==> src/rtl/mtr_incr_sched_if.sv <==
// Meter scheduler bus: counter request levels, meter read mux handshake,
// counter clear strobes and the EBOX accumulator read/clear port.
//   master : scheduler side (drives rd_en/rd_sel/clr/acc_rd/busy/cur_sel/err)
//   slave  : environment side (drives ovf_req/rd_valid/rd_data/acc_rd_idx/acc_clr/err_clr)
interface mtr_incr_sched_if #(
    parameter int unsigned CNT_W = 17,
    parameter int unsigned ACC_W = 36
);
    logic [3:0]       ovf_req;
    logic             rd_en;
    logic [1:0]       rd_sel;
    logic             rd_valid;
    logic [CNT_W-1:0] rd_data;
    logic [3:0]       clr;
    logic [1:0]       acc_rd_idx;
    logic [ACC_W-1:0] acc_rd;
    logic             acc_clr;
    logic             busy;
    logic [1:0]       cur_sel;
    logic             err;
    logic             err_clr;

    modport master (
        input  ovf_req, rd_valid, rd_data, acc_rd_idx, acc_clr, err_clr,
        output rd_en, rd_sel, clr, acc_rd, busy, cur_sel, err
    );

    modport slave (
        output ovf_req, rd_valid, rd_data, acc_rd_idx, acc_clr, err_clr,
        input  rd_en, rd_sel, clr, acc_rd, busy, cur_sel, err
    );
endinterface

==> src/rtl/mtr_incr_sched.sv <==
// Meter counter increment scheduler. Picks a pending half-full counter
// (TIME, PERF, EBOX, CACHE), reads it through the meter mux, adds it into a
// wide per-counter accumulator, pulses the counter clear and waits for the
// request to drop. Also exposes an accumulator read/clear port.
// Ports:
//   clk    : block clock
//   RESET  : synchronous active-high reset
//   bus    : mtr_incr_sched_if.master (ovf_req, rd_en/rd_sel/rd_valid/rd_data,
//            clr, acc_rd_idx/acc_rd/acc_clr, busy, cur_sel, err/err_clr)
// Build option: define MTR_SCHED_RR_EN for round-robin arbitration instead of
// fixed priority TIME > PERF > EBOX > CACHE.
module mtr_incr_sched #(
    parameter int unsigned CNT_W   = 17,
    parameter int unsigned ACC_W   = 36,
    parameter int unsigned TIMEOUT = 64
) (
    input  logic             clk,
    input  logic             RESET,
    mtr_incr_sched_if.master bus
);
    localparam int unsigned TCNT_W = (TIMEOUT > 1) ? $clog2(TIMEOUT) : 1;

    typedef enum logic [2:0] {
        S_IDLE,
        S_WAIT,
        S_ADD,
        S_CLR,
        S_DRAIN
    } state_t;

    state_t                 state;
    logic [1:0]             sel;
    logic [CNT_W-1:0]       cap;
    logic [TCNT_W-1:0]      tcnt;
    logic                   rd_en;
    logic [3:0]             clr;
    logic                   busy;
    logic                   err;
    logic [ACC_W-1:0]       acc_rd;
    logic [3:0][ACC_W-1:0]  acc_q;
    logic [3:0][ACC_W-1:0]  acc_nxt_c;
    logic                   req_any_c;
    logic [1:0]             grant_c;

    // Arbiter: lowest search offset with a pending request wins.
`ifdef MTR_SCHED_RR_EN
    logic [1:0] rr_ptr;
    logic [1:0] idx_c;

    always_comb begin
        req_any_c = |bus.ovf_req;
        grant_c   = 2'd0;
        idx_c     = 2'd0;
        for (int i = 3; i >= 0; i--) begin
            idx_c = rr_ptr + 2'(i);
            if (bus.ovf_req[idx_c]) grant_c = idx_c;
        end
    end
`else
    always_comb begin
        req_any_c = |bus.ovf_req;
        grant_c   = 2'd0;
        for (int i = 3; i >= 0; i--) begin
            if (bus.ovf_req[2'(i)]) grant_c = 2'(i);
        end
    end
`endif

    // Service sequencer with timeout on the WAIT and DRAIN phases.
    always_ff @(posedge clk) begin
        if (RESET) begin
            state <= S_IDLE;
            sel   <= 2'd0;
            cap   <= '0;
            tcnt  <= '0;
            rd_en <= 1'b0;
            clr   <= 4'b0;
            busy  <= 1'b0;
            err   <= 1'b0;
`ifdef MTR_SCHED_RR_EN
            rr_ptr <= 2'd0;
`endif
        end else begin
            clr <= 4'b0;
            // Written before the timeout branches so a same-cycle set wins.
            if (bus.err_clr) err <= 1'b0;
            case (state)
                S_IDLE: begin
                    if (req_any_c) begin
                        state <= S_WAIT;
                        sel   <= grant_c;
                        rd_en <= 1'b1;
                        busy  <= 1'b1;
                        tcnt  <= '0;
`ifdef MTR_SCHED_RR_EN
                        rr_ptr <= grant_c + 2'd1;
`endif
                    end
                end
                S_WAIT: begin
                    if (bus.rd_valid) begin
                        cap   <= bus.rd_data;
                        rd_en <= 1'b0;
                        state <= S_ADD;
                    end else if (tcnt == TCNT_W'(TIMEOUT - 1)) begin
                        rd_en <= 1'b0;
                        err   <= 1'b1;
                        busy  <= 1'b0;
                        state <= S_IDLE;
                    end else begin
                        tcnt <= tcnt + TCNT_W'(1);
                    end
                end
                S_ADD: begin
                    clr   <= 4'b0001 << sel;
                    state <= S_CLR;
                end
                S_CLR: begin
                    tcnt  <= '0;
                    state <= S_DRAIN;
                end
                S_DRAIN: begin
                    if (!bus.ovf_req[sel]) begin
                        busy  <= 1'b0;
                        state <= S_IDLE;
                    end else if (tcnt == TCNT_W'(TIMEOUT - 1)) begin
                        err   <= 1'b1;
                        busy  <= 1'b0;
                        state <= S_IDLE;
                    end else begin
                        tcnt <= tcnt + TCNT_W'(1);
                    end
                end
                default: begin
                    rd_en <= 1'b0;
                    busy  <= 1'b0;
                    state <= S_IDLE;
                end
            endcase
        end
    end

    // Accumulator next value: external clear applies first, then the add.
    always_comb begin
        acc_nxt_c = acc_q;
        for (int i = 0; i < 4; i++) begin
            if (bus.acc_clr && (bus.acc_rd_idx == 2'(i))) acc_nxt_c[i] = '0;
            if ((state == S_ADD) && (sel == 2'(i)))
                acc_nxt_c[i] = acc_nxt_c[i] + ACC_W'(cap);
        end
    end

    // Accumulator bank and post-update read port.
    always_ff @(posedge clk) begin
        if (RESET) begin
            acc_q  <= '0;
            acc_rd <= '0;
        end else begin
            acc_q  <= acc_nxt_c;
            acc_rd <= acc_nxt_c[bus.acc_rd_idx];
        end
    end

    assign bus.rd_en   = rd_en;
    assign bus.rd_sel  = sel;
    assign bus.cur_sel = sel;
    assign bus.clr     = clr;
    assign bus.busy    = busy;
    assign bus.err     = err;
    assign bus.acc_rd  = acc_rd;
endmodule

==> src/flat_wrapper.sv <==
// flat-port wrapper written by rule: the top's interface ports become plain ports
module mtr_incr_sched_flat 
#(
    parameter int unsigned CNT_W   = 17,
    parameter int unsigned ACC_W   = 36,
    parameter int unsigned TIMEOUT = 64
)
  (clk, RESET, bus_ovf_req, bus_rd_valid, bus_rd_data, bus_acc_rd_idx, bus_acc_clr, bus_err_clr, bus_rd_en, bus_rd_sel, bus_clr, bus_acc_rd, bus_busy, bus_cur_sel, bus_err);
  mtr_incr_sched_if #(.CNT_W(CNT_W), .ACC_W(ACC_W)) bus_i ();
  input  logic clk;
  input  logic RESET;
  input wire logic [$bits(bus_i.ovf_req)-1:0] bus_ovf_req;
  input wire logic [$bits(bus_i.rd_valid)-1:0] bus_rd_valid;
  input wire logic [$bits(bus_i.rd_data)-1:0] bus_rd_data;
  input wire logic [$bits(bus_i.acc_rd_idx)-1:0] bus_acc_rd_idx;
  input wire logic [$bits(bus_i.acc_clr)-1:0] bus_acc_clr;
  input wire logic [$bits(bus_i.err_clr)-1:0] bus_err_clr;
  output wire logic [$bits(bus_i.rd_en)-1:0] bus_rd_en;
  output wire logic [$bits(bus_i.rd_sel)-1:0] bus_rd_sel;
  output wire logic [$bits(bus_i.clr)-1:0] bus_clr;
  output wire logic [$bits(bus_i.acc_rd)-1:0] bus_acc_rd;
  output wire logic [$bits(bus_i.busy)-1:0] bus_busy;
  output wire logic [$bits(bus_i.cur_sel)-1:0] bus_cur_sel;
  output wire logic [$bits(bus_i.err)-1:0] bus_err;
  assign bus_i.ovf_req = bus_ovf_req;
  assign bus_i.rd_valid = bus_rd_valid;
  assign bus_i.rd_data = bus_rd_data;
  assign bus_i.acc_rd_idx = bus_acc_rd_idx;
  assign bus_i.acc_clr = bus_acc_clr;
  assign bus_i.err_clr = bus_err_clr;
  assign bus_rd_en = bus_i.rd_en;
  assign bus_rd_sel = bus_i.rd_sel;
  assign bus_clr = bus_i.clr;
  assign bus_acc_rd = bus_i.acc_rd;
  assign bus_busy = bus_i.busy;
  assign bus_cur_sel = bus_i.cur_sel;
  assign bus_err = bus_i.err;
  mtr_incr_sched #(.CNT_W(CNT_W), .ACC_W(ACC_W), .TIMEOUT(TIMEOUT)) u_core (.clk(clk), .RESET(RESET), .bus(bus_i));
endmodule
==> config.mk <==
export PLATFORM = sky130hd
export DESIGN_NAME = mtr_incr_sched_flat
export DESIGN_NICKNAME = d
export VERILOG_FILES = /design/src/rtl/mtr_incr_sched_if.sv /design/src/rtl/mtr_incr_sched.sv /design/src/flat_wrapper.sv
export SDC_FILE = /design/constraint.sdc
export NUM_CORES = 1
export LEC_CHECK = 0
export ABC_AREA = 1
export CAP_MARGIN = 40
export CORE_ASPECT_RATIO = 0.6
export CORE_MARGIN = 2
export CORE_UTILIZATION = 25
export CTS_BUF_LIST = sky130_fd_sc_hd__clkbuf_4 sky130_fd_sc_hd__clkbuf_8
export DETAILED_ROUTE_END_ITERATION = 6
export DONT_BUFFER_PORTS = 1
export PLACE_DENSITY_LB_ADDON = 0.25
export SKIP_LAST_GASP = 1
export SYNTH_ARGS = -nofsm -noshare
export SYNTH_HDL_FRONTEND = slang
export SYNTH_SLANG_ARGS = --single-unit
==> constraint.sdc <==
create_clock -name clk -period 4.1 [get_ports clk]
set_input_delay 0.615 -clock clk [delete_from_list [all_inputs] [get_ports clk]]
set_output_delay 0.615 -clock clk [all_outputs]
set_load 0.02 [all_outputs]
==> impl_metrics.tcl <==
set metrics [dict create \
    ctsResizeCount 0 \
    startpoint "bus_acc_rd_idx[1]" \
    synth_area_sq_um 11300 \
    r2r_start "u_core.bus.cur_sel[0]$_SDFFE_PP0P_" \
    slew_viol_final 0 \
    layout_min_cycle_time_ns 3.02 \
    dieArea_sq_um 47200 \
    drt_first_pass_iters 5 \
    worstHoldStart "RESET" \
    period_share_pct 73.6 \
    antenna_found_initial 1 \
    drc 0 \
    crit_arrival_ns 3.53 \
    rows 60 \
    placed_area_sq_um 12000 \
    cp.required_ns 4.61 \
    ys_seq_area_share_pct 37.4 \
    path_max_fanout 18 \
    fmax_mhz 332 \
    post_cts.repair.setup_buffers 0 \
    die_w_um 279 \
    htreeDepth 2 \
    synth.area.top_cells "dfxtp_1 37%, nand2_1 15%, nor2_1 8.5%" \
    avgViaCountPerCell 4.71 \
    place.gp.congestion 0.948 \
    num-fill-cells 4975 \
    cp_slowest_cell "nand3_2" \
    clock_latency_ns 0.58 \
    tns_ns 0 \
    worst_hold_path_type "input pin to register" \
    fin_nets 1811 \
    final_area_sq_um 12800 \
    ant_nets 0 \
    io-pin-count 75 \
    clockBufferDepth 3 \
    ys_ff_latch 212 \
    relSlewSlack_pct 47.2 \
    post-route-util_pct 28.6 \
    vias 11140 \
    max_cap_viol_count 0 \
    wl_per_cell_um 17.5 \
    setup_violations 0 \
    die_h_um 169 \
    power_w 0.00498 \
    crit_chain "inv_2, nand3_2, nand2_1, inv_1, ha_1, nand3_1, nand2_1, nand2_1, nand2_1, nand2_1, nand2_1, nand2_1, nand2_1, nand2_1, xor2_1, nand3_1, nand3_1" \
    cp-start-kind "input pin" \
    layoutNonFillerInstCount 2364 \
    skew_ns 0.0275 \
    cts-buffers-inserted 39 \
    path_common_cell "nand2_1" \
    initial_utilization_pct 25.3 \
    ys_top_cells_by_count "458 x nand2_1, 257 x nor2_1, 231 x inv_1" \
    cp_num_buf_inv 2 \
    core_area_sq_um 44800 \
    top_layer_used "met4" \
    grt_pass1_vias 10186 \
    drtIter0Drc 1040 \
    wl_met1_mm 21.3 \
    drt-total-wl_mm 41.3 \
    regArea_sq_um 4240 \
    ir_worst_vdd_v 0.000157 \
    cp-end-kind "register" \
    area_delta_synth_final_pct 13.2 \
    grt_first_pass_wirelength_mm 62.7 \
    cts_hold_buffers 0 \
    worst_pin_slew_ns 0.792 \
    p_leak_nw 6.15 \
    hpwl_mm 30.4 \
    yosys.area.top_type "dfxtp_1" \
    cpPeakStageDelay_ns 0.45 \
    yosysWarningCount 0 \
    cts_sinks 212 \
    cts_tree "built" \
    dp_cells 2294 \
    wl_met2_mm 15.9 \
    cp_top_family "simple AND/OR/NAND/NOR gates" \
    multi_input_area_sq_um 5880 \
    async_flop_share_pct 0 \
    finalHoldViolCount 0 \
    dr_wl_met3_mm 3.48 \
    clk_pin_slew_ns 0.06 \
    yosysMostFrequentCell "nand2_1" \
    synth_ff_type "dfxtp_1" \
    drive_gt1_share_pct 7.05 \
    synth_top_area_share_pct 37.4 \
    grt-ovfl-total 0 \
    ctsRootBufferMaster "clkbuf_8" \
    synth_cells 1751 \
    status "finished, final reports clean" \
    powerDensity_nw_per_um2 388 \
    grt_util_all_layers_pct 17.4 \
    rsz0062_at_grt "no" \
    synth.avg_cell_area_sq_um 6.48 \
    grt_max_degree 109 \
    synth_edf_count 0 \
    yosysUniqueCellTypes 42 \
    critPathKind "input pin to register" \
    portBuffers 0 \
]
==> flip-flops by register name (all words and copies together) (netlist names) <==
| register | count |
|---|---|
| u_core.bus.err | 1 |
| u_core.bus.busy | 1 |
| u_core.cap | 17 |
| u_core.bus.rd_en | 1 |
| u_core.state | 3 |
| u_core.bus.acc_rd | 36 |
| u_core.acc_q | 144 |
| u_core.bus.cur_sel | 1 |
| u_core.tcnt | 6 |
| u_core.bus.clr | 2 |
==> final cells by class <==
class                           count  area share (%)
Inverter                          244            7.14
Clock inverter                     13            1.14
Timing Repair Buffer               19            1.36
Sequential cell                   212            33.1
Multi-Input combinational cell   1230            45.8
Antenna cell                        1          0.0195
Clock buffer                       56            5.71
Tap cell                          589            5.74
==> final timing paths <==
check                                                         to  slack (ns)  cells after the start
worst max-delay path            u_core.bus.acc_rd[17]$_SDFF_PP0_        1.08                     17
worst max register to register   u_core.bus.acc_rd[4]$_SDFF_PP0_        1.13                      8
worst min register to register      u_core.acc_q[119]$_SDFF_PP0_        0.44                      2
worst min-delay path                u_core.acc_q[141]$_SDFF_PP0_        0.12                      1
==> per-stage QoR <==
step / setup WS (ns) / hold WS [ns]
global route: 0.730 / 0.0837
finish: 1.08 / 0.119
CTS: 1.10 / 0.0749
floorplan: 0.869 / 0.419
detailed placement: 0.508 / 0.429
global placement: 0.476 / 0.426
==> layer usage <==
| layer | vias up | GRT usage, % |
|---|---|---|
| li1 | 5550 | - |
| met1 | 5154 | 26.7 |
| met2 | 382 | 24.2 |
| met3 | 54 | 4.10 |
| met4 | 0 | 3.86 |
| met5 | - | 0 |
==> worst register-to-register path: stages, from the launching register on <==
cell,delay (ns)
dfxtp_1,0.57
inv_1,0.22
nor2_2,0.14
buf_4,0.39
inv_1,0.48
o21ai_0,0.49
nor2_1,0.16
o31ai_1,0.32
inv_1,0.07
==> power by group <==
group,internal (W),switching [W],leakage (nW)
Combinational,0.000132,0.000323,3.97
Sequential,0.00211,0.0000716,1.71
Clock,0.00134,0.000997,0.465
==> cell usage in the layout, fill, tap and decap left out, types with 20 or more instances in the layout <==
cell type and instances:
nand2_1 458, nor2_1 257, inv_1 231, dfxtp_1 212, nand3_1 155, o21ai_0 69, nand4_1 50, clkbuf_8 50
a21oi_1 48, ha_1 35, o22ai_1 23, nor3_1 20
==> kinds of logic (layout without fill, tap and decap cells) <==
group           Yosys count  after routing  synth area share, %
compound gates          165            165                 7.90
xor+xnor                 22             22                 1.70
fa+ha+maj                37             37                 4.21
buf+inv                 312            332                 10.8
flops                   212            212                 37.4
other cells               1              5               0.0331
simple gates           1002           1002                 37.9
(Power assumes the default switching activity.)
